$ cat src/rtl/method_select_input.sv
// Push-button front end for the method selector: synchronise and debounce three buttons,
// step a method index through NUM_METHODS values, and hand a confirmed choice to the controller.
module method_select_input #(
    parameter int DEBOUNCE_CYCLES = 1000000,
    parameter int NUM_METHODS     = 5
) (
    input  logic       clk,
    input  logic       rst,
    input  logic       btn_next,
    input  logic       btn_prev,
    input  logic       btn_confirm,
    input  logic       enable,
    input  logic       method_ack,
    output logic [2:0] method_sel,
    output logic       method_valid,
    output logic       busy,
    output logic [1:0] fsm_state
);

    localparam int              CW      = (DEBOUNCE_CYCLES > 2) ? $clog2(DEBOUNCE_CYCLES) : 1;
    localparam logic [CW-1:0]   CNT_MAX = CW'(DEBOUNCE_CYCLES - 1);
    localparam logic [2:0]      LAST    = 3'(NUM_METHODS - 1);

    typedef enum logic [1:0] {
        IDLE   = 2'd0,
        SELECT = 2'd1,
        HOLD   = 2'd2
    } state_t;

    state_t state;

    // Bit order for all per-button vectors: 0 = next, 1 = prev, 2 = confirm.
    logic [2:0]    raw;
    logic [2:0]    sync1;
    logic [2:0]    sync2;
    logic [2:0]    stable;
    logic [2:0]    stable_d;
    logic [2:0]    pulse;
    logic [CW-1:0] cnt [3];

    assign raw       = {btn_confirm, btn_prev, btn_next};
    assign fsm_state = state;

    always_ff @(posedge clk) begin
        if (rst) begin
            sync1    <= '0;
            sync2    <= '0;
            stable   <= '0;
            stable_d <= '0;
            pulse    <= '0;
            for (int i = 0; i < 3; i++) cnt[i] <= '0;
        end else begin
            sync1    <= raw;
            sync2    <= sync1;
            stable_d <= stable;
            // Rising edge of the debounced level, one cycle after it settles.
            pulse    <= stable & ~stable_d;
            for (int i = 0; i < 3; i++) begin
                if (sync2[i] == stable[i]) begin
                    cnt[i] <= '0;
                end else if (cnt[i] == CNT_MAX) begin
                    stable[i] <= sync2[i];
                    cnt[i]    <= '0;
                end else begin
                    cnt[i] <= cnt[i] + 1'b1;
                end
            end
        end
    end

    always_ff @(posedge clk) begin
        if (rst) begin
            state        <= IDLE;
            method_sel   <= '0;
            method_valid <= 1'b0;
            busy         <= 1'b0;
        end else begin
            case (state)
                IDLE: begin
                    if (enable) state <= SELECT;
                end
                SELECT: begin
                    // Enable drop beats confirm, which beats a same-cycle next/prev.
                    if (!enable) begin
                        state <= IDLE;
                    end else if (pulse[2]) begin
                        method_valid <= 1'b1;
                        busy         <= 1'b1;
                        state        <= HOLD;
                    end else if (pulse[0] && !pulse[1]) begin
                        method_sel <= (method_sel == LAST) ? 3'd0 : method_sel + 3'd1;
                    end else if (pulse[1] && !pulse[0]) begin
                        method_sel <= (method_sel == 3'd0) ? LAST : method_sel - 3'd1;
                    end
                end
                HOLD: begin
                    if (method_ack) begin
                        method_valid <= 1'b0;
                        busy         <= 1'b0;
                        state        <= enable ? SELECT : IDLE;
                    end else if (!enable) begin
                        method_valid <= 1'b0;
                        busy         <= 1'b0;
                        state        <= IDLE;
                    end
                end
                default: begin
                    state        <= IDLE;
                    method_valid <= 1'b0;
                    busy         <= 1'b0;
                end
            endcase
        end
    end

endmodule

$ cat config.mk
export PLATFORM = sky130hd
export DESIGN_NAME = method_select_input
export DESIGN_NICKNAME = d
export VERILOG_FILES = /design/src/rtl/method_select_input.sv
export SDC_FILE = /design/constraint.sdc
export NUM_CORES = 1
export LEC_CHECK = 0
export ABC_AREA = 1
export CAP_MARGIN = 20
export CORE_MARGIN = 2
export CORE_UTILIZATION = 31
export DETAILED_ROUTE_END_ITERATION = 10
export PLACE_DENSITY = 0.46
export SETUP_SLACK_MARGIN = 0.15
export SYNTH_ARGS = -nofsm -noshare
export SYNTH_HDL_FRONTEND = slang
export SYNTH_SLANG_ARGS = --single-unit
$ cat constraint.sdc
create_clock -name clk -period 1.66 [get_ports clk]
set_clock_uncertainty 0.05 [all_clocks]
set_input_delay 0.415 -clock clk [delete_from_list [all_inputs] [get_ports clk]]
set_output_delay 0.415 -clock clk [all_outputs]
set_load 0.05 [all_outputs]
-- Word level (Yosys, flattened, before mapping)
Memory sizes are Yosys's and may differ from the RTL's.
Cells that the tools add are included.
- flip-flop bits (word level): 21
- bits in writable memories: 60
- input port bits: 7
- output and inout port bits: 7
- memories: 1
- memory list (name ; words ; width ; rd ports ; clocked after memory_dff ; write ports ; line ; source):
    cnt ; 3 ; 20 ; 3 ; 0 ; 3 ; 39 ; logic [CW-1:0] cnt [3];
- add/sub/neg operators: 5
- equal/unequal tests: 14
- multiplexer cells: 60
- bitwise operators: 16
- reduce and logical (&&, ||, !) cells: 13
- operator list (operator ; number):
    two-way mux 20 bit ; 9
    adder 20 x 1 -> 20 bit (second input constant) ; 3
    equality test 20 bit (second input constant) ; 3
    two-way mux 1 bit ; 40
    two-way mux 3 bit ; 4
    two-way mux 2 bit ; 5
    bitwise OR 1 bit ; 9
    AND reduction 4 bit ; 2
    != test 2 bit (second input constant) ; 3
    != test 3 bit (second input constant) ; 2
    one-hot mux 2 bit (3 select lines) ; 1
    AND reduction 2 bit ; 3
    NOT 1 bit ; 5
    adder 3 x 1 -> 3 bit (second input constant) ; 1
    bitwise AND 3 bit ; 1
    equality test 1 bit ; 3
    equality test 3 bit (second input constant) ; 1
    logical NOT 3 bit ; 1
    NOT 3 bit ; 1
    one-hot mux 1 bit (3 select lines) ; 1
    AND reduction 3 bit ; 1
    subtractor 3 x 1 -> 3 bit (second input constant) ; 1
    equality test 2 x 1 -> 1 bit (second input constant) ; 1
    equality test 2 bit (second input constant) ; 1
    4 further kinds ; 6

-- Depth between registers and ports, before layout
Gate-level depths: netlist of the first run.
- depth after elaboration: 7
- mapped depth: 10
- gate-level depth less buffers: 10

-- Worst setup path after synthesis of the first run
OpenSTA, ideal clock, no wires.
- path type: register to register
- from: register method_sel[0]
- to: register method_sel[2]
- arrival time: 1639 ps
- data required time: 1546 ps
- setup slack: -94 ps
- cell stages (with the launch flop): 11
- path buffers: 0
- clock period less this slack: 1754 ps
- cells stage by stage: dfxtp_1 > inv_1 > ha_1 > ha_1 > inv_1 > nand2_1 > a21oi_1 > o21ai_0 > o21ai_0 > nor2_1 > nor2_1
- longest elaborated chain between the ends: 4
- RTL lines (item ; line ; source):
    start: declaration ; 14 ; output logic [2:0] method_sel,
    start signal: assignment ; 91 ; method_sel <= (method_sel == LAST) ? 3'd0 : method_sel + 3'd1;
    start signal: assignment ; 93 ; method_sel <= (method_sel == 3'd0) ? LAST : method_sel - 3'd1;
    subtractor 3 x 1 -> 3 bit or logical NOT 3 bit (tied branches) ; 93 ;
    two-way mux 3 bit ; 93 ;
    two-way mux 3 bit ; 92 ; end else if (pulse[1] && !pulse[0]) begin
    two-way mux 3 bit (*) ; 90 ; end else if (pulse[0] && !pulse[1]) begin
Mark *: on every way between the ends. The rest lies on a longest branch, timed or not. The select of a mux whose other input is x is not followed.
A chain may end at the register's enable or synchronous reset.

==> results.json, run 1 <==
{
  "postSynthAreaPerCell_um2": 7.98,
  "ff2ff_path_depth": 8,
  "layout_min_cycle_time_ns": 1.73,
  "setup_viol": 36,
  "start_util_pct": 31.5,
  "fillers": 1453,
  "synth_common_cells": "nand2_1 (138), nor2_1 (117), inv_1 (67), edfxtp_1 (60), nand3_1 (32)",
  "htreeDepth": 3,
  "clockPowerShare_pct": 43.2,
  "hold_viol": 0,
  "synth.distinct_cells": 30,
  "synth-main-ff-cell": "edfxtp_1",
  "outcome": "finished with violations",
  "r2r_start": "cnt[0][0]$_SDFFCE_PN0P_",
  "cap_violations": 0,
  "finalNetCount": 737,
  "clock_sinks": 81,
  "synth_xor_area_share_pct": 4.41,
  "path_clk_slew_ns": 0.06,
  "power.density_mw_per_mm2": 711,
  "yosysTopAreaCell": "edfxtp_1",
  "worstHoldStart": "stable_d[1]$_SDFF_PP0_",
  "min_path_cells": 1,
  "worstPathRequired_ns": 1.70,
  "die_h_um": 125,
  "overflow": 0,
  "drcViolationCount": 0,
  "syn_inst": 572,
  "ff2ff_setup_slack_ns": -0.07,
  "synthSimpleGateAreaFrac_pct": 31.4,
  "portBuffers": 13,
  "antenna_found_initial": 0,
  "seqPwrFrac_pct": 49.0,
  "synth-seq-cells": 81,
  "viasPerCell": 4.35,
  "rsz0062_at_grt": "true",
  "wl_per_cell_um": 11.1,
  "wirelength_um": 10100,
  "failed_checks": "setup timing",
  "p_int_mw": 3.60,
  "rows": 44,
  "tns_ns": -1.15,
  "yosysWarnings": 0,
  "netSwitchingPower_mw": 1.10,
  "endpoint_kind": "flip-flop",
  "netlist_area_mm2": 0.00456,
  "hold_path.class": "flip-flop to flip-flop",
  "synth_area_leaders": "edfxtp_1 (39%), nand2_1 (11%), nor2_1 (9.6%)",
  "dieWidth_um": 125,
  "coreArea_mm2": 0.0145,
  "placedInstanceArea_mm2": 0.00561,
  "synth_top_family_by_area": "simple AND/OR/NAND/NOR gates",
  "max_freq_mhz": 578,
  "grt_max_degree": 15,
  "syn2layout_area_growth_pct": 44.9,
  "ant_nets": 0,
  "cts_tree": "built",
  "clock_latency_ns": 0.34,
  "root_buffer": "clkbuf_16",
  "synth_mux_area_share_pct": 0,
  "setup_ws_ns": -0.0695,
  "synth-compound-area-share_pct": 6.44,
  "antenna_cells": 0,
  "swShare_pct": 23.4,
  "combPwrFrac_pct": 7.8,
  "vias": 3962,
  "regArea_mm2": 0.00223,
  "die-area_mm2": 0.0157,
  "ir_worst_vdd_uv": 504,
  "multiInputGateArea_mm2": 0.00264,
  "grt_use_total_pct": 13.5,
  "synth_edf_count": 60,
  "async_flop_share_pct": 0,
  "grt_pass1_vias": 3890,
  "worstSetupStartpointType": "flip-flop",
  "synth_adder_area_share_pct": 2.19,
  "cts_hold_buf": 0,
  "arrival_ns": 1.77,
  "hold-path-endpoint": "pulse[1]$_SDFF_PP0_",
  "drive_above_1_share_pct": 26.8,
  "rr_endpoint": "cnt[0][9]$_SDFFCE_PN0P_",
  "yosysMostFrequentCell": "nand2_1",
  "yosys.area.top_type_share_pct": 39.5,
  "min_period_over_period_pct": 104,
  "crit_type": "flip-flop to flip-flop",
  "grt_pass1_wl_um": 17400,
  "cts_made_buffers": 9,
  "final_area_mm2": 0.00661,
  "pin_count": 14,
  "cts_buffer_depth": 2,
  "crit_fanout": 5,
  "final_max_slew_viol_count": 0,
  "firstDrtPassIters": 4,
  "hpwl_um": 7040,
  "place.gp.congestion": 0.827,
  "yosysSeqAreaShare_pct": 48.7,
  "drt_iter0_markers": 167,
  "p_leak_nw": 2.57
}
layout make-up:
type,instances,area share (%)
flip-flops and latches,81,33.7
well taps,184,3.48
inverters,67,3.80
clock buffers,12,4.20
clock inverters,4,0.492
multi-input cells,475,40.0
repair buffers,88,14.3
flip-flops by register name (all words and copies together), names as in the netlist:
name / flops
sync2: 3
busy: 1
method_sel: 3
fsm_state: 2
stable_d: 3
stable: 3
pulse: 3
sync1: 3
cnt: 60
worst max-delay path, stage by stage (launching register included):
cell and delay, ns:
edfxtp_1 0.43, ha_4 0.17, nand2_4 0.07, nor3_4 0.20
nand3_2 0.14, nand2_4 0.10, buf_6 0.12, clkbuf_16 0.15
a21oi_2 0.03
power groups by stage:
stage	sequential [mW]	combinational [mW]	clock, mW
6_report	2.30	0.366	2.03
3_3_place_gp	2.35	0.280	0
3_5_place_dp	2.35	0.282	0
5_1_grt	2.31	0.409	2.20
2_1_floorplan	2.35	0.170	0
4_1_cts	2.31	0.327	2.12
logic make-up (layout without fill, tap and decap cells):
kind of cell | count (synthesis) | after routing
AOI/OAI and AO/OA | 49 | 49
xor gates and xnor gates | 23 | 23
adders and majority gates | 8 | 8
buffers and inverters | 75 | 171
DFF | 81 | 81
other | 1 | 60
and+or+nand+nor | 335 | 335
cells in the final DEF (no fill, tap or decap), types with 13 or more instances in the layout:
cell / netlist / routed
conb_1: 1 / 60
nor2_4: 4 / 30
a21oi_1: 24 / 14
inv_1: 67 / 62
nand3_1: 32 / 27
clkbuf_16: 0 / 13
a21oi_2: 7 / 15
buf_4: 1 / 57
edfxtp_1: 60 / 60
nor2_1: 117 / 94
dfxtp_1: 21 / 19
nand2_1: 138 / 128
stage by stage:
stage	hold WS (ns)	power (mW)	util, %	worst slack [ns]	instances
after floorplan	0.323	2.52	-	0.0587	631
after global placement	0.330	2.63	38.7	-0.208	865
after detailed placement	0.336	2.63	38.7	-0.224	865
after CTS	0.343	4.75	43.4	-0.00564	897
after global routing	0.348	4.92	45.7	-0.146	911
final	0.337	4.70	45.7	-0.0695	911
metal layers:
metal  GRT usage (%)  vias to the layer above  part of all wire [%]
met2            24.3                       36                    51
met5               0                        -                     0
li1                -                     2077                     -
met3            3.85                        9                   2.8
met1            15.9                     1840                    45
met4            3.59                        0                   1.1
how the worst max path moves through the flow:
stage                             from  depth (start not counted)                        to  slack, ns
2_1_floorplan  cnt[2][0]$_SDFFCE_PN0P_                          9  cnt[2][11]$_SDFFCE_PN0P_       0.06
3_3_place_gp                       rst                          5  cnt[1][10]$_SDFFCE_PN0P_      -0.21
3_5_place_dp                       rst                          5   cnt[1][6]$_SDFFCE_PN0P_      -0.22
4_1_cts        cnt[2][1]$_SDFFCE_PN0P_                          9   cnt[2][9]$_SDFFCE_PN0P_     -0.006
5_1_grt        cnt[1][1]$_SDFFCE_PN0P_                          8   cnt[1][6]$_SDFFCE_PN0P_      -0.15
6_report       cnt[0][0]$_SDFFCE_PN0P_                          8   cnt[0][9]$_SDFFCE_PN0P_      -0.07
timing repair:
item / in CTS / in global routing
hold endpoints to repair: 0 / 0
endpoints found under the setup margin: 62 / 64
gates resized for setup: 53 / 42
cloned: 2 / 3
pin swaps: 10 / 19
buffers inserted: 14 / 11
Power figures use the tool's default switching activity.
==> run 2: changes to the inputs <==
--- a/config.mk
+++ b/config.mk
@@ -5,12 +5,11 @@
 export SDC_FILE = /design/constraint.sdc
 export NUM_CORES = 1
 export LEC_CHECK = 0
-export ABC_AREA = 1
+export ABC_AREA = 0
 export CAP_MARGIN = 20
 export CORE_MARGIN = 2
 export CORE_UTILIZATION = 31
 export DETAILED_ROUTE_END_ITERATION = 10
-export PLACE_DENSITY = 0.46
 export SETUP_SLACK_MARGIN = 0.15
 export SYNTH_ARGS = -nofsm -noshare
 export SYNTH_HDL_FRONTEND = slang
==> results.json, run 2 <==
{
  "worstPathRequired_ns": 1.90,
  "clockPowerShare_pct": 43.0,
  "p_leak_nw": 2.25,
  "final_cell_count_no_fill": 752,
  "critPathSlowestCell": "or4_4",
  "dp_slack_ns": -0.567,
  "syn_inst": 401,
  "die_h_um": 120,
  "grt_pass1_vias": 3497,
  "largest_reg_flops": 60,
  "crit_fanout": 2,
  "crit_start": "cnt[1][10]$_SDFFCE_PN0P_",
  "setup_ws_ns": -0.561,
  "cts_buffer_depth": 2,
  "synth_common_cells": "edfxtp_1 (60), nor2_1 (50), a21oi_1 (23), dfxtp_1 (21), xnor2_1 (21)",
  "hold_ws_ns": 0.333,
  "syn2layout_area_growth_pct": 43.8,
  "setup_viol": 62,
  "hpwl_um": 6480,
  "firstDrtPassIters": 4,
  "crit_path_max_incr_delay_ns": 0.55,
  "drt_iter0_markers": 166,
  "finalNetCount": 586,
  "grt_max_degree": 21,
  "antenna_cells": 0,
  "power.density_mw_per_mm2": 758,
  "wl_met2_um": 4330,
  "hold_path.class": "flip-flop to flip-flop",
  "htreeDepth": 3,
  "cap_violations": 0,
  "synth-seq-cells": 81,
  "final_common_cell": "buf_4",
  "cts_hold_buf": 0,
  "yosysMostFrequentCell": "edfxtp_1",
  "p_int_mw": 3.46,
  "netlist_area_mm2": 0.00420,
  "die-area_mm2": 0.0145,
  "wl_met1_um": 4160,
  "endpoint_kind": "flip-flop",
  "failed_checks": "setup timing",
  "cts_made_buffers": 9,
  "wirelength_um": 8880,
  "path_delay_family": "simple AND/OR/NAND/NOR gates",
  "coreArea_mm2": 0.0132,
  "cts_tree": "built",
  "yosysTopAreaCell": "edfxtp_1",
  "path_cells": "or4b_4 > or4_4 > buf_4 > or3_4 > a21oi_2",
  "synth.distinct_cells": 47,
  "top_register": "cnt",
  "drive_above_1_share_pct": 30.7,
  "path_buf_inv": 1,
  "overflow": 0,
  "pin_count": 14,
  "r2r_start": "cnt[1][10]$_SDFFCE_PN0P_",
  "postSynthAreaPerCell_um2": 10.5,
  "dieWidth_um": 120,
  "synth_area_leaders": "edfxtp_1 (43%), dfxtp_1 (10%), nor2_1 (4.5%)",
  "vias": 3426,
  "combPwrFrac_pct": 7.3,
  "place_inst": 727,
  "drcViolationCount": 0,
  "yosysWarnings": 0,
  "swShare_pct": 24.5,
  "ir_worst_vdd_uv": 479,
  "utilization_pct": 45.6,
  "root_buffer": "clkbuf_16",
  "async_flop_share_pct": 0,
  "top_layer": "met4",
  "antenna_found_initial": 0,
  "seqPwrFrac_pct": 49.8,
  "ant_nets": 0,
  "grt_pass1_wl_um": 15600,
  "rsz0062_at_grt": "true",
  "rows": 42,
  "final_max_slew_viol_count": 0,
  "worstSetupStartpointType": "flip-flop",
  "wl_per_cell_um": 11.8,
  "layout_common_cells": "buf_4 (93), edfxtp_1 (60), conb_1 (60)",
  "min_period_over_period_pct": 134,
  "crit_type": "flip-flop to flip-flop",
  "synth_edf_count": 60,
  "grt_use_total_pct": 13.6,
  "worstHoldStart": "stable_d[1]$_SDFF_PP0_",
  "outcome": "finished with violations",
  "netSwitchingPower_mw": 1.12,
  "synth-main-ff-cell": "edfxtp_1",
  "layout_min_cycle_time_ns": 2.22,
  "place.gp.congestion": 0.785,
  "portBuffers": 13,
  "clock_sinks": 81,
  "wl_met3_um": 198,
  "path_clk_slew_ns": 0.07,
  "yosys.area.top_type_share_pct": 42.9,
  "viasPerCell": 4.56,
  "yosysSeqAreaShare_pct": 52.9,
  "max_freq_mhz": 450,
  "start_util_pct": 31.7,
  "arrival_ns": 2.46,
  "hold_viol": 0,
  "clock_latency_ns": 0.35
}
## run 2: cell types whose count changed in the layout (fill, tap and decap cells not counted), moves of 10 or more
cell / delta
nor2b_1: +16
inv_1: -50
or4_1: +10
or3_1: +10
xnor2_1: +11
nand2_1: -108
nor2_4: -29
nor2_1: -59
buf_4: +36
## run 2: path summary, 6_finish.rpt
kind                                          endpoint  slack [ns]  depth (start not counted)
worst max-delay path            stable[1]$_SDFFE_PP0N_       -0.56                          5
worst min-delay path               pulse[1]$_SDFF_PP0_        0.33                          1
worst max register to register  stable[1]$_SDFFE_PP0N_       -0.56                          5
worst min register to register     pulse[1]$_SDFF_PP0_        0.33                          1
## run 2: cell families after synthesis
logic type / count (synthesis) / share of synthesized area (%)
compound gates: 54 / 7.41
xor+xnor: 38 / 7.92
fa+ha+maj: 8 / 2.38
buf+inv: 27 / 3.18
flops: 81 / 52.9
mux: 4 / 0.952
other cells: 1 / 0.0892
simple gates: 188 / 25.2
## run 2: worst reg2reg max path, stage by stage, from the launching register on
cell and delay, ns:
edfxtp_1 0.40, or4b_4 0.54, or4_4 0.55, buf_4 0.15, or3_4 0.32, a21oi_2 0.14
## run 2: what timing repair did
action | CTS | global route
gates resized for setup | 16 | 17
pin swaps | 4 | 10
setup endpoints to repair | 63 | 64
cloned | 2 | 0
buffers inserted | 5 | 2
## run 2: cell type report
cell class	instances	area, um^2
repair buffers	113	997
inverters	14	55.1
flip-flops and latches	81	2230
well taps	176	220
fillers	1288	7200
multi-input cells	352	2250
clock buffers	9	225
clock inverters	7	63.8
## run 2: metrics by stage
stage                     instance area [um^2]  power (mW)  setup TNS (ns)
after detailed placement                  5580        2.64          -33.23
after CTS                                 5970        4.64          -33.07
after global placement                    5580        2.63          -30.64
after floorplan                           4550        2.48          -29.03
after global routing                      6040        4.78          -36.98
final                                     6040        4.58          -33.27
## run 2: power by group through the flow
stage / clock network (mW) / logic [mW] / registers (mW)
2_1_floorplan: 0 / 0.138 / 2.34
3_3_place_gp: 0 / 0.305 / 2.32
3_5_place_dp: 0 / 0.310 / 2.32
4_1_cts: 2.04 / 0.323 / 2.28
5_1_grt: 2.11 / 0.371 / 2.29
6_report: 1.97 / 0.333 / 2.28
## run 2: metal layers
layer / track usage, % / up-vias
met4: 6.98 / 0
met1: 16.5 / 1617
met5: 0 / -
met3: 2.50 / 14
li1: - / 1760
met2: 23.0 / 35
